$ cat src/rtl/mem_stage_pkg.sv
// Shared definitions for the MEM stage: func3 width codes, writeback select,
// bus widths and the memory-access FSM state type.
package mem_stage_pkg;

  localparam int REG_BUS_W   = 5;
  localparam int DATA_BUS_W  = 32;
  localparam int FUNC3_BUS_W = 3;

  localparam logic [FUNC3_BUS_W-1:0] OP_LB  = 3'b000;
  localparam logic [FUNC3_BUS_W-1:0] OP_LH  = 3'b001;
  localparam logic [FUNC3_BUS_W-1:0] OP_LW  = 3'b010;
  localparam logic [FUNC3_BUS_W-1:0] OP_LBU = 3'b100;
  localparam logic [FUNC3_BUS_W-1:0] OP_LHU = 3'b101;
  localparam logic [FUNC3_BUS_W-1:0] OP_SB  = 3'b000;
  localparam logic [FUNC3_BUS_W-1:0] OP_SH  = 3'b001;
  localparam logic [FUNC3_BUS_W-1:0] OP_SW  = 3'b010;

  // Writeback takes the memory path when mem2reg equals this value
  localparam logic MEM2REG = 1'b1;

  typedef enum logic [1:0] {
    MEM_IDLE,
    MEM_REQ,
    MEM_RSP
  } mem_state_e;

  typedef enum logic [1:0] {
    SZ_BYTE,
    SZ_HALF,
    SZ_WORD
  } mem_size_e;

  // Access width lives in func3[1:0]; bit 2 only selects load sign handling
  function automatic mem_size_e size_of(input logic [FUNC3_BUS_W-1:0] func3);
    case (func3[1:0])
      2'b00:   size_of = SZ_BYTE;
      2'b01:   size_of = SZ_HALF;
      default: size_of = SZ_WORD;
    endcase
  endfunction

endpackage

$ cat src/rtl/mem_stage_lsu_align.sv
// Combinational load/store lane alignment: misalignment detect, store shift
// with byte strobes, and right-alignment of the returned load word.
module lsu_align
  import mem_stage_pkg::*;
#(
  parameter int DATA_W = 32
) (
  input  logic [1:0]          addr_lo,
  input  logic [2:0]          func3,
  input  logic [DATA_W-1:0]   store_data,
  input  logic [DATA_W-1:0]   load_word,
  output logic                misalign,
  output logic [DATA_W/8-1:0] wstrb,
  output logic [DATA_W-1:0]   wdata,
  output logic [DATA_W-1:0]   load_data
);

  mem_size_e size;
  logic [4:0] lane_shift;

  assign size       = size_of(func3);
  assign lane_shift = {addr_lo, 3'b000};

  always_comb begin
    misalign = 1'b0;
    wstrb    = '0;
    case (size)
      SZ_BYTE: begin
        wstrb = 4'b0001 << addr_lo;
      end
      SZ_HALF: begin
        misalign = addr_lo[0];
        wstrb    = 4'b0011 << addr_lo;
      end
      default: begin
        misalign = |addr_lo;
        wstrb    = 4'b1111;
      end
    endcase
  end

  // Load data is zero-filled at the top; sign extension happens in writeback
  assign wdata     = store_data << lane_shift;
  assign load_data = load_word >> lane_shift;

endmodule

$ cat src/rtl/mem_stage.sv
// MEM pipeline stage: issues data-memory requests over req/gnt/rvalid,
// stalls upstream while an access is outstanding, and registers MEM/WB.
module mem_stage
  import mem_stage_pkg::*;
#(
  parameter int ADDR_W = 32,
  parameter int DATA_W = 32
) (
  input  logic              clk,
  input  logic              rstn,
  input  logic              ex_valid_i,
  input  logic [DATA_W-1:0] ex_alu_result_i,
  input  logic [DATA_W-1:0] ex_rs2_data_i,
  input  logic [2:0]        ex_func3_i,
  input  logic              ex_mem_read_i,
  input  logic              ex_mem_write_i,
  input  logic              ex_mem2reg_i,
  input  logic              ex_reg_write_i,
  input  logic [4:0]        ex_rd_i,
  output logic              stall_o,
  output logic              dm_req_o,
  output logic              dm_we_o,
  output logic [ADDR_W-1:0] dm_addr_o,
  output logic [3:0]        dm_wstrb_o,
  output logic [DATA_W-1:0] dm_wdata_o,
  input  logic              dm_gnt_i,
  input  logic              dm_rvalid_i,
  input  logic [DATA_W-1:0] dm_rdata_i,
  output logic              wb_valid_o,
  output logic [DATA_W-1:0] wb_from_reg_o,
  output logic [DATA_W-1:0] wb_from_mem_o,
  output logic [2:0]        wb_func3_o,
  output logic              wb_mem2reg_o,
  output logic              wb_reg_write_o,
  output logic [4:0]        wb_rd_o,
  output logic              misalign_o
);

  mem_state_e state, state_next;

  logic              mem_op;
  logic              misalign;
  logic              misalign_op;
  logic              aligned_op;
  logic              issue;
  logic              done;
  logic [3:0]        strb;
  logic [DATA_W-1:0] wdata;
  logic [DATA_W-1:0] load_data;

  lsu_align #(
    .DATA_W(DATA_W)
  ) u_align (
    .addr_lo   (ex_alu_result_i[1:0]),
    .func3     (ex_func3_i),
    .store_data(ex_rs2_data_i),
    .load_word (dm_rdata_i),
    .misalign  (misalign),
    .wstrb     (strb),
    .wdata     (wdata),
    .load_data (load_data)
  );

  assign mem_op      = ex_valid_i & (ex_mem_read_i | ex_mem_write_i);
  assign misalign_op = mem_op & misalign;
  assign aligned_op  = mem_op & ~misalign;

  always_ff @(posedge clk or negedge rstn) begin
    if (!rstn) begin
      state <= MEM_IDLE;
    end else begin
      state <= state_next;
    end
  end

  always_comb begin
    state_next = state;
    stall_o    = 1'b0;
    issue      = 1'b0;
    done       = 1'b0;
    case (state)
      MEM_IDLE: begin
        if (aligned_op) begin
          stall_o    = 1'b1;
          issue      = 1'b1;
          state_next = MEM_REQ;
        end
      end
      MEM_REQ: begin
        stall_o = 1'b1;
        if (dm_gnt_i) begin
          state_next = MEM_RSP;
        end
      end
      MEM_RSP: begin
        if (dm_rvalid_i) begin
          done       = 1'b1;
          state_next = MEM_IDLE;
        end else begin
          stall_o = 1'b1;
        end
      end
      default: begin
        state_next = MEM_IDLE;
      end
    endcase
  end

  // Request fields are captured once at issue and held until the access ends
  always_ff @(posedge clk or negedge rstn) begin
    if (!rstn) begin
      dm_req_o   <= 1'b0;
      dm_we_o    <= 1'b0;
      dm_addr_o  <= '0;
      dm_wstrb_o <= '0;
      dm_wdata_o <= '0;
    end else if (issue) begin
      dm_req_o   <= 1'b1;
      dm_we_o    <= ex_mem_write_i;
      dm_addr_o  <= {ex_alu_result_i[ADDR_W-1:2], 2'b00};
      dm_wstrb_o <= ex_mem_write_i ? strb : 4'b0000;
      dm_wdata_o <= ex_mem_write_i ? wdata : '0;
    end else if (state == MEM_REQ && dm_gnt_i) begin
      dm_req_o <= 1'b0;
    end
  end

  always_ff @(posedge clk or negedge rstn) begin
    if (!rstn) begin
      wb_valid_o     <= 1'b0;
      wb_from_reg_o  <= '0;
      wb_from_mem_o  <= '0;
      wb_func3_o     <= '0;
      wb_mem2reg_o   <= 1'b0;
      wb_reg_write_o <= 1'b0;
      wb_rd_o        <= '0;
      misalign_o     <= 1'b0;
    end else if (stall_o) begin
      wb_valid_o     <= 1'b0;
      wb_from_reg_o  <= '0;
      wb_from_mem_o  <= '0;
      wb_func3_o     <= '0;
      wb_mem2reg_o   <= 1'b0;
      wb_reg_write_o <= 1'b0;
      wb_rd_o        <= '0;
      misalign_o     <= 1'b0;
    end else begin
      wb_valid_o     <= ex_valid_i;
      wb_from_reg_o  <= ex_alu_result_i;
      wb_from_mem_o  <= (done && ex_mem_read_i) ? load_data : '0;
      wb_func3_o     <= ex_func3_i;
      wb_mem2reg_o   <= ex_mem2reg_i;
      wb_reg_write_o <= ex_valid_i & ex_reg_write_i & ~misalign_op;
      wb_rd_o        <= ex_rd_i;
      misalign_o     <= misalign_op;
    end
  end

endmodule

$ cat config.mk
export PLATFORM = sky130hd
export DESIGN_NAME = mem_stage
export DESIGN_NICKNAME = d
export VERILOG_FILES = /design/src/rtl/mem_stage_pkg.sv /design/src/rtl/mem_stage_lsu_align.sv /design/src/rtl/mem_stage.sv
export SDC_FILE = /design/constraint.sdc
export NUM_CORES = 1
export LEC_CHECK = 0
export CAP_MARGIN = 0
export CORE_MARGIN = 1.5
export CORE_UTILIZATION = 47
export CTS_CLUSTER_DIAMETER = 30
export CTS_CLUSTER_SIZE = 16
export DETAILED_ROUTE_END_ITERATION = 6
export PLACE_DENSITY = 0.86
export REMOVE_ABC_BUFFERS = 1
export SKIP_LAST_GASP = 1
export SYNTH_ARGS = -nofsm -noshare
export SYNTH_HDL_FRONTEND = slang
export SYNTH_SLANG_ARGS = --single-unit
$ cat constraint.sdc
create_clock -name clk -period 4 [get_ports clk]
set_clock_uncertainty 0.1 [all_clocks]
set_input_delay 1.2 -clock clk [delete_from_list [all_inputs] [get_ports clk]]
set_output_delay 1.2 -clock clk [all_outputs]
set_load 0.02 [all_outputs]
==> flow_summary.ini <==
[route]
wire_per_inst_um = 19.23
via_count = 4935
postRouteAntennaNets = 0
drt_iter0_drc = 232
first_pass_iters = 4
drc = 0
routed_wl_mm = 17.75
vias_per_cell = 5.347

[critical_path]
path_class = input port to output pin
cp.arrival_ns = 2.59
path_max_fanout = 4
critPathLaunchType = input port
cp.required_ns = 2.70
critPathCaptureType = output pin

[timing]
period_needed_ns = 3.893
tightest_slew_ns = 0.9481
maxSlewViolCount = 0
fmax_mhz = 256.9
setup_ws_ns = 0.1068
relSlewSlack = 0.3679
final-hold-violation-count = 0
finalSetupViolCount = 0
period_share = 0.9733
rsz0062_at_grt = false
tns_ns = 0

[yosys]
synth_commonest_cells = dfrtp_1 (146), mux2i_1 (40), mux2_4 (35)
async_reset_ff_frac = 1.000
yosys.area.top_type = dfrtp_1
synth_compound_area_frac = 0.08504
seq_area_frac_synth = 0.5657
ys_seq_elements = 146
synth_top_family_by_area = simple AND/OR/NAND/NOR gates
synthSimpleGateAreaFrac = 0.1507
synth-edff-count = 0
synth_fa_ha_area_frac = 0
yosys_warnings = 0
syn_area_mm2 = 0.006459
yosys.area.top_type_share = 0.5657
ys_top_cells_by_area = dfrtp_1 (57%), mux2_4 (8.1%), mux2i_1 (6.2%)
yosysUniqueCellTypes = 46
avgSynthCellArea_um2 = 13.37
muxShareOfSynthArea = 0.1486
yosys_most_used_dff = dfrtp_1
synthXorXnorAreaFrac = 0
syn_inst = 483
synth_most_common_cell = dfrtp_1

[placed_design]
dpl_cell_area_mm2 = 0.009104
io_buffer_count = 257
place_ws_ns = -0.1662
dpl.hpwl_mm = 12.00
gp_congestion = 0.7756

[clock_tree]
cts_tree = built
holdBufCountCts = 0
htree_levels = 4
clockBufferDepth = 2
clock_latency_ns = 0.41
clk_pin_slew_worst_paths_ns = 0.06
clock-sinks = 146
clockRootBuffer = clkbuf_16
numCtsBuffers = 17

[die]
die_area_mm2 = 0.01445
start_util = 0.4839
fp.coreArea_mm2 = 0.01335
dieWidth_um = 120.2
num_io_pins = 260
dieHeight_um = 120.2
fp-row-count = 42

[job]
maxCapViolCount = 0

[final_layout]
final_area_mm2 = 0.009718
area_delta_synth_final_pct = 50.46
drive_gt1_frac = 0.1633
diodes = 0
fill_cells = 894
final_nets = 849

[power]
p_total_w = 0.005343
p_comb_frac = 0.326
internal_power_w = 0.003755
pwr_density_cell_mw_per_mm2 = 549.8
clkPwrFrac = 0.312
ir_drop_v = 0.0002815
p_sw_frac = 0.2972
p_sw_w = 0.001588
seqPwrFrac = 0.362
p_leak_nw = 4.306

[grt]
grt-ovfl-total = 0
grt_util_all_layers = 0.2452
antenna_found_initial = 1
grt_pass1_wl_mm = 27.08
grt_pass1_vias = 4919
grt_max_degree = 82

[outcome]
status = completed

[worst_hold_path]
hold_class = flip-flop to flip-flop
[worst paths after layout]
check,cells after the start,slack (ns),to,startpoint
setup / recovery,5,0.11,stall_o,ex_valid_i
hold / removal,1,0.39,dm_we_o,dm_we_o
setup reg to reg,4,1.99,misalign_o,state[0]
hold reg to reg,1,0.39,dm_we_o,dm_we_o
max in group asynchronous,2,2.22,dm_wdata_o[22],rstn
min in group asynchronous,1,0.73,wb_from_reg_o[19],rstn
[state kept, by name, indices dropped and copies added (netlist names)]
register and cells:
wb_from_reg_o 32, wb_from_mem_o 32, wb_valid_o 1, state 2, wb_reg_write_o 1, dm_req_o 1
wb_mem2reg_o 1, dm_wstrb_o 4, dm_we_o 1, wb_rd_o 5, wb_func3_o 3, dm_addr_o 30
dm_wdata_o 32, misalign_o 1
[metrics by stage]
stage,std cells,utilization,hold slack (ns)
CTS,923,0.7281,0.3895
finish,923,0.7281,0.3875
global route,923,0.7281,0.4142
global placement,893,0.6820,0.3706
detailed placement,893,0.6820,0.3729
floorplan,445,-,0.4793
[final cells by class]
cell class | count | area [um^2] | area share
repair buffers | 272 | 2703 | 0.2781
well taps | 176 | 220.2 | 0.02266
clock buffers | 21 | 460.4 | 0.04738
flip-flops and latches | 146 | 3654 | 0.3759
clock inverters | 9 | 155.1 | 0.01597
multi-input cells | 290 | 2492 | 0.2565
inverters | 9 | 33.78 | 0.003476
[worst max-delay path, cell delays in order]
cell,delay [ns]
clkdlybuf4s50_1,0.51
nor3b_4,0.30
nand4_4,0.14
nand3_1,0.10
dlygate4sd2_1,0.35
[cell usage in the layout, fill, tap and decap left out, drive strengths merged, types with 2 or more instances in the layout]
cell,netlist,final
bufinv,0,4
a211oi,16,16
clkinv,0,3
o2bb2ai,8,8
mux2,38,38
a21oi,9,9
mux2i,40,40
nor3,2,2
or2,10,10
and2,8,8
clkdlybuf4s50,0,253
inv,9,10
nor3b,43,43
o21ai,3,3
buf,31,18
a211o,8,8
a32o,8,8
nand2b,3,3
nand2,29,29
and4,2,2
nand4,3,3
nor2b,17,17
nor2,18,18
a22o,12,12
o21bai,2,2
dfrtp,146,146
clkbuf,8,21
conb,1,2
[cells by family (layout without fill, tap and decap cells)]
logic type / count (synthesis) / count (layout)
AO/OA/AOI/OAI: 69 / 69
multiplexers: 78 / 78
flip-flops: 146 / 146
AND/OR/NAND/NOR: 141 / 141
buffers and inverters: 48 / 311
other: 1 / 2
[metal layers]
layer	up-vias	GRT usage	share of wire
li1	2209	-	-
met1	2482	0.3041	0.40
met2	213	0.4071	0.50
met3	29	0.07594	0.080
met4	2	0.08750	0.020
met5	-	0	0.00073
[what timing repair did]
action / in CTS / in global routing
gates resized for setup: 1 / 0
setup buffers: 0 / 0
endpoints found under the setup margin: 1 / 0
[power groups by stage]
stage	clock network, W	logic, W	registers, W
after floorplan	0	0.000469	0.00230
after global placement	0	0.00171	0.00193
after detailed placement	0	0.00175	0.00195
after CTS	0.00169	0.00176	0.00194
after global routing	0.00177	0.00183	0.00197
final	0.00166	0.00174	0.00194
Note: power is estimated with default switching activity, not from simulation.
